`src/rtl/tia_scan_doubler.sv`:
```
// TIA line doubler: captures each active line into a ping-pong buffer
// and replays it twice per input line with regenerated sync and blank.
module tia_scan_doubler #(
    parameter int ACTIVE_W  = 160,
    parameter int LINE_LEN  = 228,
    parameter int HB_END    = 68,
    parameter int OHS_START = 10,
    parameter int OHS_LEN   = 16,
    parameter int SCANLINES = 0
) (
    input  logic       MASTERCLK,
    input  logic       RES_n,
    input  logic       pix_ce,
    input  logic [7:0] in_color,
    input  logic       in_hblank,
    input  logic       in_vsync,
    input  logic       in_vblank,
    output logic [7:0] out_color,
    output logic       out_hsync,
    output logic       out_hblank,
    output logic       out_vsync,
    output logic       out_vblank,
    output logic       out_line2
);

    localparam logic [7:0] ACT_W   = 8'(ACTIVE_W);
    localparam logic [7:0] LAST_OH = 8'(LINE_LEN - 1);
    localparam logic [7:0] HB_E    = 8'(HB_END);
    localparam logic [7:0] HS_BEG  = 8'(OHS_START);
    localparam logic [7:0] HS_END  = 8'(OHS_START + OHS_LEN);
    localparam logic       SCAN    = (SCANLINES != 0);

    logic [7:0] wrX;
    logic       wrBank;
    logic       prevHblank;
    logic [7:0] oh;
    logic       rep;
    logic       rdBank;
    logic       valid;
    logic       colorEn;

    logic [7:0] lineBuf [0:511];
    logic [7:0] ramQ;

    logic       hbFall;
    logic       lineDone;
    logic       wrEn;
    logic [7:0] wrAddr;
    logic       rdActive;
    logic [7:0] rdAddr;

    assign hbFall   = pix_ce && prevHblank && !in_hblank;
    assign lineDone = pix_ce && !prevHblank && in_hblank;
    assign wrEn     = hbFall
                   || (pix_ce && !in_hblank && (wrX != 8'd0) && (wrX < ACT_W));
    assign wrAddr   = hbFall ? 8'd0 : wrX;

    assign rdActive = (oh >= HB_E);
    assign rdAddr   = rdActive ? (oh - HB_E) : 8'd0;

    // Bank bit on top of the pixel address; banks never coincide once valid.
    always_ff @(posedge MASTERCLK) begin
        if (wrEn) begin
            lineBuf[{wrBank, wrAddr}] <= in_color;
        end
        ramQ <= lineBuf[{rdBank, rdAddr}];
    end

    always_ff @(posedge MASTERCLK or negedge RES_n) begin
        if (!RES_n) begin
            wrX        <= 8'd0;
            wrBank     <= 1'b0;
            prevHblank <= 1'b1;
        end else if (pix_ce) begin
            prevHblank <= in_hblank;
            if (lineDone) begin
                wrBank <= ~wrBank;
                wrX    <= 8'd0;
            end else if (hbFall) begin
                wrX <= 8'd1;
            end else if (wrEn) begin
                wrX <= wrX + 8'd1;
            end
        end
    end

    always_ff @(posedge MASTERCLK or negedge RES_n) begin
        if (!RES_n) begin
            oh     <= 8'd0;
            rep    <= 1'b0;
            rdBank <= 1'b1;
            valid  <= 1'b0;
        end else if (lineDone) begin
            oh     <= 8'd0;
            rep    <= 1'b0;
            rdBank <= wrBank;
            valid  <= 1'b1;
        end else if (oh == LAST_OH) begin
            oh  <= 8'd0;
            rep <= ~rep;
        end else begin
            oh <= oh + 8'd1;
        end
    end

    // Everything here describes the oh value of the previous clock,
    // matching the one-clock latency of the buffer read.
    always_ff @(posedge MASTERCLK or negedge RES_n) begin
        if (!RES_n) begin
            out_hblank <= 1'b0;
            out_hsync  <= 1'b0;
            out_line2  <= 1'b0;
            out_vsync  <= 1'b0;
            out_vblank <= 1'b0;
            colorEn    <= 1'b0;
        end else begin
            out_hblank <= !rdActive;
            out_hsync  <= (oh >= HS_BEG) && (oh < HS_END);
            out_line2  <= rep;
            colorEn    <= rdActive && valid && !(SCAN && rep);
            if ((oh == 8'd0) && !rep) begin
                out_vsync  <= in_vsync;
                out_vblank <= in_vblank;
            end
        end
    end

    assign out_color = colorEn ? ramQ : 8'd0;

endmodule

```
`config.mk`:
```
export PLATFORM = sky130hd
export DESIGN_NAME = tia_scan_doubler
export DESIGN_NICKNAME = d
export VERILOG_FILES = /design/src/rtl/tia_scan_doubler.sv
export SDC_FILE = /design/constraint.sdc
export NUM_CORES = 2
export LEC_CHECK = 0
export BUFFER_PORTS_ARGS = -buffer_cell sky130_fd_sc_hd__buf_4
export CAP_MARGIN = 20
export CORE_ASPECT_RATIO = 0.7
export CORE_MARGIN = 3
export CORE_UTILIZATION = 38
export CTS_CLUSTER_SIZE = 20
export DETAILED_ROUTE_END_ITERATION = 10
export HOLD_SLACK_MARGIN = 0.06
export PLACE_DENSITY = 0.59
export SLEW_MARGIN = 20
export SYNTH_ARGS = -nofsm -noshare
export SYNTH_HDL_FRONTEND = slang
export SYNTH_SLANG_ARGS = --single-unit
```
`constraint.sdc`:
```
create_clock -name MASTERCLK -period 5.3 [get_ports MASTERCLK]
set_input_delay 0.53 -clock MASTERCLK [delete_from_list [all_inputs] [get_ports MASTERCLK]]
set_output_delay 0.53 -clock MASTERCLK [all_outputs]
set_load 0.05 [all_outputs]
```
==> metrics.md <==
| Metric | Value |
|---|---|
| Hold Crit Class | `input port to flip-flop` |
| Post-Place Setup Slack | `-0.655 ns` |
| Synthesized area | `147000 sq um` |
| Violated checks | `setup timing` |
| Combinational power share | `around 15%` |
| Register area share after synthesis | `roughly 73%` |
| Hold Path Sink | `wrX[0]` |
| Global-route wire length before repair | `between 600000 and 700000 um` |
| Max Slew Vio Count | `0` |
| Total GRT Usage | `about a quarter` |
| VDD IR max | `approximately 0.00046 V` |
| Clk pwr share | `a little under two fifths` |
| Cell depth of the worst min-delay path | `4` |
| Final Critical Period | `5.36 ns` |
| Initial Utilization | `a little under two fifths` |
| Outcome | `finished with violations` |
| Min-delay src | `in_hblank` |
| DRT iter0 DRCs | `around 16000` |
| Initial antenna violation count | `35` |
| Critical Path AT | `roughly 6.2 ns` |
| Finished Cell Area | `between 150000 and 200000 sq um` |
| Pleak | `slightly below 60 nW` |
| CP Capture Type | `flip-flop` |
| RSZ-0062 raised after global routing | `true` |
| Final hold violation count | `0` |
| Adder-Cell Fraction of Synth Area | `0.0682%` |
| XOR/XNOR share of the synthesized area | `less than 1%` |
| Final Cycle Share | `101%` |
| Worst-Margin Slew | `about 1.2 ns` |
| Ys flop type | `edfxtp_1` |
| Largest cells by area after synthesis | `edfxtp_1 (73%), mux2i_1 (6.1%), a21oi_1 (2.5%), nor2_1 (2.0%), nand2_1 (1.5%)` |
| Final core occ | `44.2%` |
| DP Cell Count | `between 15000 and 20000` |
| Share of the synthesized area in the top cell type | `72.7%` |
| Worst-path clk slew | `about 0.060 ns` |
| GPL Wtd Cong | `0.917` |
| DRC | `0` |
| Commonest non-fill, non-tap cell in the layout | `edfxtp_1` |
| Hold Worst Slack | `about 0.085 ns` |
| Post-synthesis compound-gate area fraction | `10.9%` |
| Crit-path max FO | `83` |
| Root Driver | `clkbuf_16` |
| Ports | `27` |
| Combinational family with the most area after synthesis | `compound AO/OA/AOI/OAI gates` |
| Setup slack after layout | `-0.0607 ns` |
| Mean Syn Cell Area | `14.9 sq um` |
| R2r setup slk | `-0.06 ns` |
| Vias | `95600` |
| Mapped Cells | `around 9800` |
| Reg2reg start | `oh[2]` |
| Total of max-cap violations | `0` |
| Total design power | `~67 mW` |
| Longest Clk Path Bufs | `4` |
| Post-DP Area | `between 150000 and 200000 sq um` |
| DR vias/cell | `between 5 and 6` |
| Sequential Power Share | `between 40% and 50%` |
| Total die area | `394000 sq um` |
| PortBufs | `26` |
| Post-synth EDFFs | `roughly 3600` |
| Max_slew headroom | `17.0%` |
| GR Overflow Total | `0` |
| Simple-gate area share of the yosys netlist | `slightly below 6%` |
| Internal power | `48.5 mW` |
| Worst flop-to-flop path endpoint | `ramQ[6]` |
| Post-synthesis mux area share | `7.34%` |
| P_sw | `18.8 mW` |
| Most frequent cells in the layout | `edfxtp_1 (3552), conb_1 (992), mux2i_1 (888)` |
| Die Y | `526 um` |
| Startpoint type of the worst setup path | `flip-flop` |
| Power per cell area | `slightly below 400 nW/um^2` |
| Die width | `approximately 750 um` |
| Synth area leader | `edfxtp_1` |
| Largest net degree at the start of global routing | `between 150 and 200` |
| # setup viols final | `2` |
| Peak Freq | `187 MHz` |
| CTS buffer count | `between 300 and 400` |
| Critical path class | `flip-flop to flip-flop` |
| #FFs+latches synth | `3587` |
| Number of global-route vias before repair | `90400` |
| CP Data Required Time | `a little over 6 ns` |
| HPWL Detailed | `between 200000 and 300000 um` |
| Clock skew | `between 0.07 and 0.08 ns` |
| Core Region | `around 380000 sq um` |
| CTS tree | `built` |
| Yosys warns | `0` |
| H-tree Lvls | `5` |
| Post-synth ARST share | `0.753%` |
| Nets | `around 11000` |
| Setup_tns | `-0.0858 ns` |
| Layout fillers | `approximately 34000` |
| R2R depth | `13` |
| Clock Sinks | `between 3000 and 4000` |
| Synth-to-Final Area Change | `15.5%` |
| DR WL/cell | `~30 um` |
| Switch share | `around 28%` |
| Clk_lat worst skew | `0.96 ns` |
| Finished Layout Cells | `16200` |
| Drt total wl | `485000 um` |
| Post-route ant nets | `0` |
| Row cnt | `between 150 and 200` |
| Netlist cell types | `94` |
| Detailed Routing Iterations Pass 1 | `8` |
| Layout cells sized above 1 | `a little over a tenth` |
[power groups by stage]
stage	combinational [mW]	clock, mW	sequential [mW]
floorplan	5.34	0	32.8
global placement	9.45	0	32.9
detailed placement	9.50	0	32.9
CTS	9.61	25.4	32.3
global route	10.3	26.5	32.3
finish	9.89	25.1	32.3
[cells in the mapped netlist, types with 22 or more instances]
cell type and count:
a2111oi_0 39, a211oi_1 159, a21oi_1 735, a221o_1 97, a221oi_1 214, a31oi_1 89
and2_1 67, and3_1 24, buf_1 93, buf_2 308, buf_4 58, clkbuf_1 310
dfrtp_1 25, edfxtp_1 3552, inv_1 28, mux2_2 141, mux2i_1 889, nand2_1 567
nand2b_1 94, nand3_1 117, nand4_1 22, nor2_1 787, nor3_1 152, nor4_1 22
o211ai_1 45, o21ai_0 373, o221ai_1 117, o22ai_1 240, o311ai_0 34, o32ai_1 72
or3_1 52
[timing repair]
action | CTS | global route
pin swaps | 2 | 1
buffers inserted | 4 | 0
resized for setup | 8 | 13
setup endpoints to repair | 4 | 6
hold buffers | 10 | 0
gates cloned | 1 | 0
hold endpoints to repair | 100 | 0
[cells by family after synthesis]
logic type | after synthesis
flip-flops | 3587
AO/OA/AOI/OAI | 2406
AND/OR/NAND/NOR | 1966
multiplexers | 1043
buffers and inverters | 802
XOR/XNOR | 11
adder cells (fa/ha/maj) | 8
other | 1
[critical path: stages (launching register included)]
cell and delay [ns]:
dfrtp_4 0.52, inv_8 0.17, ha_2 0.42, or4b_4 0.75, nand2_8 0.34, buf_12 0.36, buf_4 0.44, o22ai_1 0.12
a21oi_1 0.37, nor3_1 0.14, a31oi_1 0.37, a41oi_1 0.25, a211oi_4 0.60, and4b_1 0.29
[worst max path at each step]
stage                     start  endpoint  slack (ns)  cells after the start
after global placement    oh[2]   ramQ[1]       -0.96                     13
after floorplan           oh[2]   ramQ[3]        0.73                     17
after detailed placement  oh[2]   ramQ[1]       -0.65                     14
after CTS                 oh[2]   ramQ[6]        0.06                     13
after global routing      oh[4]   ramQ[6]       -0.05                     12
final                     oh[2]   ramQ[6]       -0.06                     13
[final cells by class]
class	instances	area, sq um	area share, %
clock inverters	200	2130	1.25
diodes	22	55.1	0.0325
flip-flops and latches	3587	108000	63.4
multi-input cells	6427	39800	23.5
clock buffers	418	9060	5.34
repair buffers	446	4480	2.64
inverters	28	125	0.0738
well taps	5088	6370	3.75
[sequential cells by signal (all words and copies together), names as in the netlist, 8 cells and up]
signal,cells
lineBuf,3552
ramQ,8
oh,8
wrX,8
[routing by layer]
metal | routed length [um] | track usage, %
met5 | 65 | 0
met4 | 17500 | 7.95
met3 | 66200 | 7.42
met2 | 199000 | 32.9
met1 | 202000 | 35.5
Power figures use the tool's default switching activity.
